==> src/rtl/sad_pe_line_acc.sv <==
// sad_pe_line_acc: N_PIX-wide SAD processing-element line with block accumulation and best-candidate tracking
// Ports: clk, rst (sync, active-high); pause freezes all state; clr restarts the search;
//   ref_valid/ref_in shift the reference window; cmp_valid/cur compare one row against it;
//   sad_out/sad_idx/sad_valid report each finished block; best_sad/best_idx/best_valid hold the minimum.
module sad_pe_line_acc #(
    parameter int N_PIX = 8,
    parameter int PIX_W = 8,
    parameter int ROWS  = 8,
    parameter int IDX_W = 8,
    localparam int RW = PIX_W + $clog2(N_PIX),
    localparam int AW = RW + $clog2(ROWS)
) (
    input  logic                   clk,
    input  logic                   rst,
    input  logic                   pause,
    input  logic                   clr,
    input  logic                   ref_valid,
    input  logic [PIX_W-1:0]       ref_in,
    input  logic                   cmp_valid,
    input  logic [N_PIX*PIX_W-1:0] cur,
    output logic [AW-1:0]          sad_out,
    output logic                   sad_valid,
    output logic [IDX_W-1:0]       sad_idx,
    output logic [AW-1:0]          best_sad,
    output logic [IDX_W-1:0]       best_idx,
    output logic                   best_valid
);
    localparam int CW = ROWS > 1 ? $clog2(ROWS) : 1;
    logic [N_PIX*PIX_W-1:0] win, d, d_next;
    logic                   v1, v2, sad_pend, last;
    logic [RW-1:0]          row, row_sum;
    logic [AW-1:0]          acc, total;
    logic [CW-1:0]          row_cnt;
    logic [IDX_W-1:0]       cand_cnt;

    always_comb begin
        d_next  = '0;
        row_sum = '0;
        for (int i = 0; i < N_PIX; i++) begin
            d_next[i*PIX_W +: PIX_W] = cur[i*PIX_W +: PIX_W] > win[i*PIX_W +: PIX_W]
                                     ? cur[i*PIX_W +: PIX_W] - win[i*PIX_W +: PIX_W]
                                     : win[i*PIX_W +: PIX_W] - cur[i*PIX_W +: PIX_W];
            row_sum = row_sum + RW'(d[i*PIX_W +: PIX_W]);
        end
    end

    assign total = acc + AW'(row);
    assign last  = row_cnt == CW'(ROWS - 1);
    // A finished block stays pending across a pause and is shown on the first unpaused cycle.
    assign sad_valid = sad_pend & ~pause;

    always_ff @(posedge clk) begin
        if (rst) begin
            win        <= '0;
            d          <= '0;
            row        <= '0;
            v1         <= 1'b0;
            v2         <= 1'b0;
            acc        <= '0;
            row_cnt    <= '0;
            cand_cnt   <= '0;
            sad_out    <= '0;
            sad_idx    <= '0;
            sad_pend   <= 1'b0;
            best_sad   <= '1;
            best_idx   <= '0;
            best_valid <= 1'b0;
        end else if (clr) begin
            v1         <= 1'b0;
            v2         <= 1'b0;
            acc        <= '0;
            row_cnt    <= '0;
            cand_cnt   <= '0;
            sad_pend   <= 1'b0;
            best_sad   <= '1;
            best_idx   <= '0;
            best_valid <= 1'b0;
        end else if (!pause) begin
            if (ref_valid)
                win <= {ref_in, win[N_PIX*PIX_W-1:PIX_W]};
            v1 <= cmp_valid;
            if (cmp_valid)
                d <= d_next;
            v2 <= v1;
            if (v1)
                row <= row_sum;
            sad_pend <= v2 & last;
            if (v2) begin
                acc     <= last ? '0 : total;
                row_cnt <= last ? '0 : row_cnt + CW'(1);
                if (last) begin
                    sad_out    <= total;
                    sad_idx    <= cand_cnt;
                    cand_cnt   <= cand_cnt + IDX_W'(1);
                    best_valid <= 1'b1;
                    if (!best_valid || total < best_sad) begin
                        best_sad <= total;
                        best_idx <= cand_cnt;
                    end
                end
            end
        end
    end
endmodule

==> config.mk <==
export PLATFORM = sky130hd
export DESIGN_NAME = sad_pe_line_acc
export DESIGN_NICKNAME = d
export VERILOG_FILES = /design/src/rtl/sad_pe_line_acc.sv
export SDC_FILE = /design/constraint.sdc
export NUM_CORES = 1
export LEC_CHECK = 0
export BUFFER_PORTS_ARGS = -buffer_cell sky130_fd_sc_hd__buf_4
export CORE_MARGIN = 8
export CORE_UTILIZATION = 55
export DETAILED_ROUTE_END_ITERATION = 16
export PLACE_DENSITY = 0.76
export SLEW_MARGIN = 15
export SYNTH_ARGS = -nofsm -noshare
export SYNTH_HDL_FRONTEND = slang
export SYNTH_SLANG_ARGS = --single-unit
==> constraint.sdc <==
create_clock -name clk -period 4.17 [get_ports clk]
set_input_delay 0.834 -clock clk [delete_from_list [all_inputs] [get_ports clk]]
set_output_delay 0.834 -clock clk [all_outputs]
set_load 0.02 [all_outputs]
==> impl_results.md <==
* Least-Margin Pin Slew at between 0.9 and 1 ns
* CTS Sinks at 212
* Req. time, crit path at between 4 and 5 ns
* Fin. max-slew vios at 0
* CP Class: flop to flop
* Core area at between 20,000 and 30,000 um2
* IO Count at 124
* Drt wl/cell at 16.2 um
* Cell area power density at 317 nW/um2
* Final period utilization at 103%
* # diodes at 0
* Hpwl dp at 28,300 um
* Reg-to-reg slack, setup at -0.13 ns
* Vias per cell at 5.52
* Asr flop ratio synth at 0%
* Die W at between 150 and 200 um
* Hold Fails Final Rpt at 0
* Top-area cell type share of the netlist area at 28.3%
* Design Power at 5.49 mW
* Worst setup margin at -0.126 ns
* Static leakage at approximately 7.7 nW
* CP max-delay cell: fa_1
* RePlAce Congestion at slightly above 0.9
* Worst-skew pair later-pin latency at 0.53 ns
* Post-synth EDFFs at 0
* CTS tree: built
* Starting DRT DRC Count at 721
* First-pass GRT wire length at around 62,000 um
* Max-slew headroom at about two fifths
* Worst-path clk slew at 0.06 ns
* Remaining Overflow, GRT at 0
* Crit-path cells: inv_2 -> fa_1 -> inv_2 -> fa_1 -> fa_1 -> inv_2 -> fa_1 -> inv_2 -> ha_4 -> a21o_1 -> a21oi_2 -> o21ai_2 -> a2111oi_4 -> nor3_2 -> buf_4 -> a211o_1
* RSZ-0062 raised after global routing: true
* GRT Util Overall at 22.3%
* Initial Util at 55.9%
* # DRC at 0
* Register bit total from synthesis at 212
* ANT nets after route at 0
* Initial antenna violation count at 0
* Mapped Cells at 1,845
* Worst vdd ir at roughly 0.00029 V
* Die ar. at 32,800 um2
* Synthesized netlist net count at 2,145
* IO Port Bufs at 123
* WL final at about 37,000 um
* Failing checks: setup timing
* Number of nets in the layout at 2,255
* Clock Tree Buf Depth at 3
* Most common cell in the netlist: inv_1
* Ys Warns at 0
* Crit path DAT at 4.71 ns
* FP Rows at 60
* Crit path time final at between 4 and 5 ns
* Top cells by area, synth: dfxtp_1, ha_1, fa_1
* Htree depth at 1
* Seq/Total Area, Yosys at 28.3%
* Layout cells sized above 1 at 12.9%
* Hold Crit Class: flop to flop
* Area leader, netlist: dfxtp_1
* Vias in the first global route at ~13,000
* DR vias at 12,800
* Final Non-Filler Cells at 2,313
* Fmax at 233 MHz
* Endpoints failing setup at 4
* Post-Syn Area per Cell at a little over 8 um2
* Synth Cell Area at about 15,000 um2
* Max stage delay on crit path at between 0.5 and 0.6 ns
* Num CTS Buffers at 25
* Root buffer cell: clkbuf_16
* Largest net degree at the start of global routing at 83
* Number of max-cap violations at 0
* Commonest cells post-synth: inv_1, nand2_1, dfxtp_1
* Synth-to-Final Area Change at 15.5%
* Skew final at 0.0102 ns
* Chip Height at 181 um
* Crit path launch type: flop
* Hold buffers post-CTS at 0
* Post-placement cell count at 2,260
* Main synth FF type: dfxtp_1
* Status: finished, violations left
* Drt first pass iters at 5
* Crit end category: flop
* CP Max Fanout at 2
* Post-synth cell types at 63
per-layer routing:
layer / part of all wire (%) / up-vias / global-route usage (%)
met3: 3.9 / 63 / 2.71
li1: - / 6341 / -
met2: 49 / 249 / 39.7
met5: 0 / - / 0
met4: 2.3 / 0 / 5.74
met1: 45 / 6112 / 28.0
final timing paths:
kind | from | endpoint | cells after the start
setup / recovery | d[19]$_SDFFE_PP0P_ | row[9]$_SDFFE_PP0P_ | 16
hold / removal | d[25]$_SDFFE_PP0P_ | d[25]$_SDFFE_PP0P_ | 2
hold reg to reg | d[25]$_SDFFE_PP0P_ | d[25]$_SDFFE_PP0P_ | 2
setup reg to reg | d[19]$_SDFFE_PP0P_ | row[9]$_SDFFE_PP0P_ | 16
metrics by stage:
step	setup TNS [ns]	instance area, um2	utilization [%]	setup slack (ns)	hold WS (ns)
after floorplan	-0.0123	15000	-	-0.0123	0.432
after global placement	-0.380	16300	60.6	-0.148	0.444
after detailed placement	-0.869	16300	60.6	-0.286	0.445
after CTS	-0.127	17300	64.3	-0.127	0.453
after global routing	-0.910	17300	64.6	-0.246	0.473
final	-0.350	17300	64.6	-0.126	0.456
power breakdown:
group	total, mW	switching (mW)	internal [mW]
Sequential	2.09	0.0249	2.06
Clock	2.29	0.887	1.40
Combinational	1.12	0.640	0.477
Total	5.49	1.55	3.94
flip-flops by register name (all words and copies together), names as in the netlist:
signal	cells
d	64
acc	14
best_sad	14
best_idx	8
row	11
best_valid	1
v2	1
sad_idx	8
row_cnt	3
sad_out	14
sad_pend	1
v1	1
win	64
cand_cnt	8
logic make-up after synthesis:
kind of cell	synth area share, %
AO/OA/AOI/OAI	17.6
XOR/XNOR	3.56
flip-flops	28.3
multiplexers	4.12
buffers and inverters	8.72
adder cells (fa/ha/maj)	21.7
AND/OR/NAND/NOR	16.0
final cells by class:
cell class / instances / area [um2]
sequential: 212 / 4260
fill: 2312 / 9530
timing repair buffer: 154 / 1180
clock inverter: 14 / 186
tap: 341 / 427
clock buffer: 30 / 674
inverter: 275 / 1030
multi-input combinational: 1287 / 9590
timing repair:
action,4_1_cts,5_1_grt
endpoints found under the hold margin,0,0
endpoints found under the setup margin,5,6
pin swaps,23,21
buffers inserted,10,4
resized for setup,25,18
worst max-delay path: cells and delay by family (launching register included):
kind	cells	cell delay, ns
adders and majority gates	5	2.39
DFF	1	0.33
buffers and inverters	5	0.33
and+or+nand+nor	1	0.09
AOI/OAI and AO/OA	5	1.05
placed cells by master, fill, tap and decap left out, types with 8 or more instances in the layout:
cell type,n
nor2_1,111
nand4_1,13
mux2i_1,57
dfxtp_1,203
a21oi_1,148
nor3_1,23
nand2b_1,22
a21boi_0,8
clkbuf_16,25
a22oi_1,9
a21oi_2,10
dfxtp_2,9
nand2_1,261
xnor2_1,38
xor2_1,22
nor2b_1,36
o21ai_0,46
inv_2,8
fa_1,62
inv_1,267
a221oi_1,8
a31oi_1,15
and4_1,8
a211oi_1,59
a21o_1,43
nand3_1,15
ha_1,155
o211ai_1,14
buf_4,152
No activity file was read; power rests on OpenSTA's default activity.
